==> config.mk <==
export PLATFORM = sky130hd
export DESIGN_NAME = sqrt_square_recon
export DESIGN_NICKNAME = d
export VERILOG_FILES = /design/src/rtl/sqrt_square_recon.sv
export SDC_FILE = /design/constraint.sdc
export NUM_CORES = 1
export LEC_CHECK = 0
export ABC_CLOCK_PERIOD_IN_PS = 7950
export CAP_MARGIN = 20
export CELL_PAD_IN_SITES_DETAIL_PLACEMENT = 2
export CELL_PAD_IN_SITES_GLOBAL_PLACEMENT = 2
export CORE_ASPECT_RATIO = 1.4
export CORE_MARGIN = 4
export CORE_UTILIZATION = 39
export CTS_BUF_LIST = sky130_fd_sc_hd__clkbuf_4
export DETAILED_ROUTE_END_ITERATION = 12
export GPL_ROUTABILITY_DRIVEN = 1
export MAX_ROUTING_LAYER = met4
export PLACE_DENSITY_LB_ADDON = 0.1
export SYNTH_ARGS = -nofsm -noshare
export SYNTH_HDL_FRONTEND = slang
export SYNTH_SLANG_ARGS = --single-unit
==> constraint.sdc <==
create_clock -name clk -period 7.95 [get_ports clk]
set_input_delay 2.385 -clock clk [delete_from_list [all_inputs] [get_ports clk]]
set_output_delay 2.385 -clock clk [all_outputs]
set_load 0.02 [all_outputs]
==> src/rtl/sqrt_square_recon.sv <==
// sqrt_square_recon: rebuilds radical = q*q + remainder from an integer
// square-root result using a sequential shift-add multiplier, and flags
// whether (q, remainder) is a canonical sqrt pair (remainder <= 2*q).
module sqrt_square_recon #(
    parameter int unsigned Q_W   = 8,
    parameter int unsigned CNT_W = 4
) (
    input  logic             clk,
    input  logic             rst,
    input  logic             in_valid,
    output logic             in_ready,
    input  logic [Q_W-1:0]   q,
    input  logic [Q_W:0]     remainder,
    output logic             out_valid,
    input  logic             out_ready,
    output logic [2*Q_W:0]   radical,
    output logic             canonical
);

    localparam int unsigned R_W   = Q_W + 1;
    localparam int unsigned ACC_W = 2 * Q_W + 1;
    localparam logic [CNT_W-1:0] LAST_STEP = CNT_W'(Q_W - 1);

    typedef enum logic [1:0] {
        IDLE = 2'd0,
        MUL  = 2'd1,
        DONE = 2'd2
    } state_t;

    state_t             state_q;
    logic [Q_W-1:0]     mcand_q;
    logic [Q_W-1:0]     shreg_q;
    logic [ACC_W-1:0]   acc_q;
    logic [ACC_W-1:0]   acc_d;
    logic [CNT_W-1:0]   count_q;
    logic               canon_q;
    logic [ACC_W-1:0]   radical_q;
    logic               canonical_q;
    logic               out_valid_q;
    logic               in_ready_q;
    logic [R_W-1:0]     twice_q_c;

    assign twice_q_c = {q, 1'b0};

    // One multiplier step: add the shifted multiplicand when the current bit is set
    always_comb begin
        acc_d = acc_q;
        if (shreg_q[0]) begin
            acc_d = acc_q + (ACC_W'(mcand_q) << count_q);
        end
    end

    // Control FSM plus datapath registers; outputs are all registered
    always_ff @(posedge clk or posedge rst) begin
        if (rst) begin
            state_q     <= IDLE;
            mcand_q     <= '0;
            shreg_q     <= '0;
            acc_q       <= '0;
            count_q     <= '0;
            canon_q     <= 1'b0;
            radical_q   <= '0;
            canonical_q <= 1'b0;
            out_valid_q <= 1'b0;
            in_ready_q  <= 1'b1;
        end else begin
            case (state_q)
                IDLE: begin
                    if (in_valid && in_ready_q) begin
                        mcand_q    <= q;
                        shreg_q    <= q;
                        acc_q      <= ACC_W'(remainder);
                        canon_q    <= (remainder <= twice_q_c);
                        count_q    <= '0;
                        in_ready_q <= 1'b0;
                        state_q    <= MUL;
                    end
                end
                MUL: begin
                    acc_q   <= acc_d;
                    shreg_q <= shreg_q >> 1;
                    count_q <= count_q + CNT_W'(1);
                    if (count_q == LAST_STEP) begin
                        radical_q   <= acc_d;
                        canonical_q <= canon_q;
                        out_valid_q <= 1'b1;
                        state_q     <= DONE;
                    end
                end
                DONE: begin
                    if (out_ready) begin
                        out_valid_q <= 1'b0;
                        in_ready_q  <= 1'b1;
                        state_q     <= IDLE;
                    end
                end
                default: begin
                    out_valid_q <= 1'b0;
                    in_ready_q  <= 1'b1;
                    state_q     <= IDLE;
                end
            endcase
        end
    end

    assign in_ready  = in_ready_q;
    assign out_valid = out_valid_q;
    assign radical   = radical_q;
    assign canonical = canonical_q;

endmodule

## Word level (Yosys, flattened, before mapping)

Cells that the tools add are included.

| operators by class | value |
|---|---|
| reductions and logical operators | 9 |
| shift operators | 1 |
| bitwise gates (word level) | 2 |
| muxes and demuxes | 17 |
| $add $sub $neg | 2 |
| equality and inequality tests | 6 |
| $lt $le $gt $ge | 1 |

Operator list:

| operator | number |
|---|---|
| $mux 17 | 2 |
| $pmux 17 s2 | 1 |
| $add 17x17->17 | 1 |
| $shl 8x4->17 | 1 |
| $pmux 8 s2 | 1 |
| $le 9x9->1 | 1 |
| $reduce_and 3->1 | 3 |
| $mux 8 | 1 |
| $pmux 4 s2 | 1 |
| $mux 2 | 3 |
| $ne 2x2->1 const B | 3 |
| $pmux 1 s3 | 2 |
| $pmux 2 s3 | 1 |
| $reduce_and 2->1 | 3 |
| $add 4x1->4 const B | 1 |
| $eq 4x3->1 const B | 1 |
| $mux 1 | 4 |
| $mux 4 | 1 |
| $eq 2x1->1 const B | 1 |
| $eq 2x2->1 const B | 1 |
| $logic_not 2->1 | 1 |
| $not 1->1 | 2 |
| $reduce_bool 2->1 | 1 |
| $logic_and 1x1->1 | 1 |

| word-level totals | value |
|---|---|
| bits in registers | 60 |
| output and inout bits | 20 |

## Logic depth before layout (Yosys ltp)

Gate-level depths: netlist of the first run.

| logic depth | value |
|---|---|
| depth after elaboration | 4 |
| mapped depth | 17 |
| gate-level depth less buffers | 14 |

## Worst setup path after synthesis of the first run

OpenSTA, ideal clock, no wires.

| path | value |
|---|---|
| path type | input to register |
| start point | input port in_valid |
| end point | register acc_q[2] |
| arrival | 3.396 ns |
| stages on the path | 5 |
| data required time | 7.824 ns |
| setup slack | 4.428 ns |
| setup time | 0.126 ns |
| path through | nor3b_1 and2_1 buf_2 nor2_1 a221o_1 |

| between the ends | value |
|---|---|
| word-level cells in the longest chain between the ends | 3 |

Ends and longest elaborated chain:

| element | line | RTL |
|---|---|---|
| start: declaration | 10 | `input logic in_valid,` |
| $logic_and 1x1->1 | 69 | `if (in_valid && in_ready_q) begin` |
| $ne 2x2->1 (no source line) | n/a |  |
| $reduce_and 2->1 (no source line) | n/a |  |
| end signal: assignment | 72 | `acc_q <= ACC_W'(remainder);` |
| end: declaration | 33 | `logic [ACC_W-1:0] acc_q;` |

Every way passes these cells.
A chain may end at the register's enable or synchronous reset.

## Worst setup path after layout of the first run

| path | value |
|---|---|
| start point | input port in_valid |
| end point | register count_q[2] |

| between the ends | value |
|---|---|
| word-level cells in the longest chain between the ends | 3 |

Ends and longest elaborated chain:

| element | line | RTL |
|---|---|---|
| $logic_and 1x1->1 | 69 |  |
| $ne 2x2->1 (no source line) | n/a |  |
| $reduce_and 2->1 (no source line) | n/a |  |
| end signal: assignment | 82 | `count_q <= count_q + CNT_W'(1);` |
| end: declaration | 35 | `logic [CNT_W-1:0] count_q;` |

Every way passes these cells.

==> results of run 1 <==
-- report_power, final --
part	internal, W	switching [W]
clock	0.0000992	0.000132
sequential	0.000419	0.000156
combinational	0.000428	0.000650
-- final cells by class --
| type | instances | area, µm² | share of cell area |
|---|---|---|---|
| Multi-Input combinational cell | 352 | 2250 | 0.495 |
| Sequential cell | 60 | 1500 | 0.330 |
| Timing Repair Buffer | 43 | 423 | 0.0929 |
| Tap cell | 135 | 169 | 0.0371 |
| Clock buffer | 10 | 75.1 | 0.0165 |
| Clock inverter | 6 | 65.1 | 0.0143 |
| Inverter | 17 | 63.8 | 0.0140 |
-- layout by cell type, fill, tap and decap left out, types with 5 or more instances in the layout --
cell type,instances
a22oi_1,12
mux2i_1,16
dfrtp_1,59
a21o_1,6
xnor2_1,12
a22o_1,7
o22ai_1,7
nand3_1,7
o21ai_0,45
ha_1,25
a21oi_1,32
nand4_1,6
inv_1,16
nand2_1,81
clkbuf_4,10
nor2b_1,5
and3_1,7
nor2_1,25
clkdlybuf4s50_1,40
-- cells by family after synthesis --
family / count (synthesis) / share of synthesized area
AOI/OAI and AO/OA: 139 / 0.224
xor gates and xnor gates: 15 / 0.0333
adders and majority gates: 26 / 0.0843
buffers and inverters: 45 / 0.0482
DFF: 60 / 0.381
muxes: 22 / 0.0593
and+or+nand+nor: 150 / 0.170
-- through the flow --
| step | utilization | total power, W |
|---|---|---|
| floorplan | - | 0.00129 |
| global placement | 0.446 | 0.00159 |
| detailed placement | 0.446 | 0.00165 |
| CTS | 0.460 | 0.00190 |
| global route | 0.460 | 0.00203 |
| finish | 0.460 | 0.00188 |
-- per-layer routing --
metal | vias to the layer above | share of wire | global-route usage
met3 | 21 | 0.020 | 0.0353
met2 | 51 | 0.55 | 0.453
li1 | 1677 | - | -
met1 | 1777 | 0.40 | 0.275
met5 | - | 0 | -
met4 | 0 | 0.024 | 0.0785
-- how the worst max path moves through the flow --
stage	to
after global routing	count_q[2]$_DFFE_PP0P_
after detailed placement	count_q[2]$_DFFE_PP0P_
after CTS	count_q[2]$_DFFE_PP0P_
after global placement	acc_q[16]$_DFFE_PP0P_
after floorplan	acc_q[0]$_DFFE_PP0P_
final	count_q[2]$_DFFE_PP0P_
-- worst max-delay path, delay by kind of cell --
kind            cells  cell delay [ps]
buf+inv             2              610
simple gates        3             1020
compound gates      2              450
-- state kept, by name, indices dropped and copies added, names as in the netlist --
register / flops
state_q: 2
radical: 17
canon_q: 1
out_valid: 1
in_ready: 1
acc_q: 17
count_q: 4
canonical: 1
mcand_q: 8
shreg_q: 8
==> flow_summary.toml, run 1 <==
[logic_synthesis]
synth-seq-cells = 60
seq_area_frac_synth = 0.381
synthTopCellsByCount = "nand2_1 (81), dfrtp_1 (59), o21ai_0 (45)"
synth_most_common_cell = "nand2_1"
ys_warn_count = 0
ys_types = 54
synth-edff-count = 0
yosysTopAreaCell = "dfrtp_1"
yosysTopAreaCellShare = 0.374
async_flop_share = 1.00
synth_cells = 457
synth.area.top_cells = "dfrtp_1 (37%), ha_1 (7.9%), nand2_1 (7.7%)"
synth_fp_nets = 504
yosys_most_used_dff = "dfrtp_1"
synth.cell_area_um2 = 3950
syn-mean-instance-area_um2 = 8.64

[critical_path]
rrSetupSlack_ps = 3990
slowest_delay_ps = 700
path_max_fanout = 20
r2r_cells = 12
rr_endpoint = "acc_q[15]$_DFFE_PP0P_"
path_cells = "clkdlybuf4s50_1 -> nor3b_1 -> and2_1 -> buf_4 -> nor2_1 -> o21ai_0 -> o21ai_0"
cp_slowest_cell = "nor2_1"
crit_path_frequent_cell = "o21ai_0"
cp.required_ps = 8300
crit_start = "in_valid"
end_kind = "flip-flop"
r2r_start = "count_q[0]$_DFFE_PP0P_"
arrival_ps = 4480
critPathKind = "in -> reg"
startpoint_type = "input port"

[timing]
rsz0062_at_grt = "no"
fin_crit_ps = 4140
hold_slack_ps = 492
fin_crit_sh = 0.521
tightest_slew_ps = 899
fin_worst_skew_ps = 13.1
fin_ws_ps = 3810
slew_headroom = 0.398
hold_viol = 0
setup-tns-final_ps = 0
setup_viol = 0
fmax_mhz = 242
slew_viol_final = 0

[clocking]
cts.sinks = 60
cts_resized = 0
cts_buffers = 9
clkTransAtPathRegs_ps = 120
cts_tree = "done"
clkLatencyLatePin_ps = 440
holdBufCountCts = 0
cts_root_buf = "clkbuf_4"
cts_buffer_depth = 2
htreeDepth = 3
post_cts_buffers = 0

[floorplanning]
row_count = 43
start_util = 0.399
io_pins = 41
core_area_um2 = 9900
die_height_um = 127
fp.dieArea_um2 = 11800
die_w_um = 93.0

[drt]
via_per_inst = 5.66
drc = 0
vias = 3526
firstDrtPassIters = 4
drtIter0Drc = 191
wl_mm = 13.5
final_antenna_net_count = 0
wl_per_cell_um = 21.6

[hold_path]
hold_path_depth = 2
hold_start = "in_ready$_DFFE_PP1P_"
hp-class = "reg -> reg"
hold_path_end = "in_ready$_DFFE_PP1P_"

[pwr]
ir_drop_uv = 137
leakagePower_nw = 2.05
pwr_density_cell_nw_per_um2 = 414

[global_route]
antenna_found_initial = 0
grt_pass1_vias = 3888
overflow = 0
grt_max_degree = 61
grt_pass1_wl_mm = 21.6
grt_usage = 0.248

[cells_and_area]
n_fill_cell = 1119
syn2layout_area_growth_pct = 15.3
stdcell_count = 623
fin_area_um2 = 4550
antennaDiodeCount = 0
design.final.nets = 530
layout-drive-gt1-share = 0.0717

[placement]
routabilityCongestion = 0.865
dp.cells = 607
dp_slack_ps = 3530
dpl_cell_area_um2 = 4410
dp_hpwl_mm = 10.1
port_buffers = 40

[flow_run]
max-cap-violations = 0

[status]
status = "completed"
Power figures use the tool's default switching activity.
==> run 2, diff against run 1 <==
--- a/config.mk
+++ b/config.mk
@@ -5,13 +5,13 @@
 export SDC_FILE = /design/constraint.sdc
 export NUM_CORES = 1
 export LEC_CHECK = 0
-export ABC_CLOCK_PERIOD_IN_PS = 7950
+export ABC_CLOCK_PERIOD_IN_PS = 3800
 export CAP_MARGIN = 20
 export CELL_PAD_IN_SITES_DETAIL_PLACEMENT = 2
 export CELL_PAD_IN_SITES_GLOBAL_PLACEMENT = 2
 export CORE_ASPECT_RATIO = 1.4
 export CORE_MARGIN = 4
-export CORE_UTILIZATION = 39
+export CORE_UTILIZATION = 33
 export CTS_BUF_LIST = sky130_fd_sc_hd__clkbuf_4
 export DETAILED_ROUTE_END_ITERATION = 12
 export GPL_ROUTABILITY_DRIVEN = 1
==> constraint.sdc (replaced) <==
create_clock -name clk -period 3.8 [get_ports clk]
set_input_delay 1.14 -clock clk [delete_from_list [all_inputs] [get_ports clk]]
set_output_delay 1.14 -clock clk [all_outputs]
set_load 0.02 [all_outputs]
==> run 2 against run 1 <==
Net effect:
- final area is 2.5% higher
- clock power increased by 100%
- register-to-register slack lost 3700 ps
- setup slack got worse by 3500 ps
- total power increased by 110%
- core utilization down 6.3 points
- final cell count increased by 4.0%
- worst hold slack got worse by 6.2 ps
- global-route usage down 3.0 points
- largest cell class unchanged
==> flow_summary.toml, run 2 (same netlist as run 1, synthesis figures left out) <==
[floorplanning]
start_util = 0.336
row_count = 47
die_height_um = 137
die_w_um = 100
fp.dieArea_um2 = 13800
core_area_um2 = 11800
io_pins = 41

[clocking]
cts_buffers = 9
cts.sinks = 60
post_cts_buffers = 0
cts_buffer_depth = 2
holdBufCountCts = 0
htreeDepth = 3
cts_tree = "done"
clkTransAtPathRegs_ps = 110
cts_root_buf = "clkbuf_4"
clkLatencyLatePin_ps = 420

[pwr]
combPwrFrac = 0.597
leakagePower_nw = 2.10
switching_power_w = 0.00195
p_int_w = 0.00204
swShare = 0.489
ir_drop_uv = 252
seq_power_share = 0.285
power_w = 0.00398
pwr-share-clk = 0.118
pwr_density_cell_nw_per_um2 = 854

[timing]
setup_viol = 0
tightest_slew_ps = 971
fin_crit_ps = 3470
slew_viol_final = 0
fmax_mhz = 289
fin_crit_sh = 0.912
rsz0062_at_grt = "no"
hold_viol = 0
setup-tns-final_ps = 0
slew_headroom = 0.351
fin_worst_skew_ps = 19.0

[critical_path]
cp_top_family = "compound AO/OA/AOI/OAI gates"
rr_endpoint = "acc_q[15]$_DFFE_PP0P_"
end_kind = "flip-flop"
path_cells = "mux2_2 -> o21ai_1 -> mux2_2 -> nor2_1 -> ha_1 -> o21ai_0 -> a21oi_1 -> o31ai_1 -> o311ai_2 -> a31oi_1 -> xor2_1 -> o21ai_1"
critPathKind = "reg -> reg"
path_max_fanout = 12
r2r_start = "count_q[0]$_DFFE_PP0P_"
slowest_delay_ps = 520
rrSetupSlack_ps = 330
cp.required_ps = 4090
cp.depth = 12
path_buf_inv = 0
r2r_cells = 12
startpoint_type = "flip-flop"
arrival_ps = 3750
cp_slowest_cell = "dfrtp_2"

[placement]
routabilityCongestion = 0.955
dp.cells = 632
port_buffers = 40
dp_hpwl_mm = 11.3
dpl_cell_area_um2 = 4520

[hold_path]
hold_path_end = "canonical$_DFFE_PP0P_"
hold_path_depth = 2
hp-class = "reg -> reg"
hold_start = "canonical$_DFFE_PP0P_"

[cells_and_area]
fin_area_um2 = 4660
stdcell_count = 648
layout-drive-gt1-share = 0.0978
final_common_cell = "nand2_1"
antennaDiodeCount = 0
layout_common_cells = "nand2_1 (81), dfrtp_1 (58), o21ai_0 (44)"
n_fill_cell = 1344
syn2layout_area_growth_pct = 18.2
design.final.nets = 543

[drt]
drtIter0Drc = 114
wl_mm = 13.9
firstDrtPassIters = 4
drc = 0
wl_per_cell_um = 21.5
final_antenna_net_count = 0
via_per_inst = 5.57
vias = 3612

[global_route]
overflow = 0
grt_pass1_vias = 4125
grt_max_degree = 61
grt_usage = 0.218
grt_pass1_wl_mm = 22.3
antenna_found_initial = 0

[status]
status = "completed"

[flow_run]
max-cap-violations = 0
==> run 2: worst max-delay path by stage <==
stage	end	slack, ps	startpoint
final	acc_q[15]$_DFFE_PP0P_	330	count_q[0]$_DFFE_PP0P_
after global routing	radical[15]$_DFFE_PP0P_	90	count_q[0]$_DFFE_PP0P_
after CTS	acc_q[15]$_DFFE_PP0P_	130	count_q[0]$_DFFE_PP0P_
after detailed placement	acc_q[15]$_DFFE_PP0P_	8	count_q[0]$_DFFE_PP0P_
after global placement	radical[15]$_DFFE_PP0P_	130	count_q[0]$_DFFE_PP0P_
after floorplan	radical[15]$_DFFE_PP0P_	770	count_q[0]$_DFFE_PP0P_
==> run 2: power by group through the flow <==
| stage | registers (W) | logic [W] | clock network (W) |
|---|---|---|---|
| 5_1_grt | 0.00118 | 0.00261 | 0.000518 |
| 3_3_place_gp | 0.00114 | 0.00232 | 0 |
| 4_1_cts | 0.00114 | 0.00241 | 0.000492 |
| 2_1_floorplan | 0.00113 | 0.00158 | 0 |
| 6_report | 0.00114 | 0.00238 | 0.000468 |
| 3_5_place_dp | 0.00116 | 0.00240 | 0 |
==> run 2: through the flow <==
step | setup WS (ps) | util | hold slack, ps
CTS | 135 | 0.396 | 497
detailed placement | 8.17 | 0.385 | 472
global placement | 126 | 0.385 | 453
finish | 334 | 0.397 | 486
floorplan | 775 | - | 439
global route | 92.1 | 0.397 | 533
==> run 2: area by class of cell <==
type,instances,area (µm²),area share
Timing Repair Buffer,56,520,0.112
Inverter,17,63.8,0.0137
Sequential cell,60,1500,0.322
Tap cell,147,184,0.0394
Multi-Input combinational cell,352,2250,0.483
Clock buffer,10,75.1,0.0161
Clock inverter,6,63.8,0.0137
==> run 2: layer usage <==
layer  part of all wire  wire (µm)  GRT usage  up-vias
met5                  0          0          -        -
met3              0.017        231     0.0294       29
met4              0.037        521     0.0929        0
li1                   -          -          -     1700
met1               0.38       5280      0.216     1832
met2               0.57       7890      0.419       51
==> run 2: tightest hold or removal path: stages, from the launching register on <==
cell and delay (ps):
dfrtp_1 360, nand2_1 50, nand2_1 50
==> run 2: timing repair <==
action | in CTS | in global routing
hold endpoints to repair | 0 | 0
endpoints found under the setup margin | 1 | 4
resized for setup | 1 | 1
==> run 3, diff against run 2 <==
--- a/config.mk
+++ b/config.mk
@@ -13,6 +13,7 @@
 export CORE_MARGIN = 4
 export CORE_UTILIZATION = 33
 export CTS_BUF_LIST = sky130_fd_sc_hd__clkbuf_4
+export CTS_CLUSTER_DIAMETER = 200
 export DETAILED_ROUTE_END_ITERATION = 12
 export GPL_ROUTABILITY_DRIVEN = 1
 export MAX_ROUTING_LAYER = met4
==> results of run 3 <==
The final DEF is identical to that of run 2; final timing and power are the same.
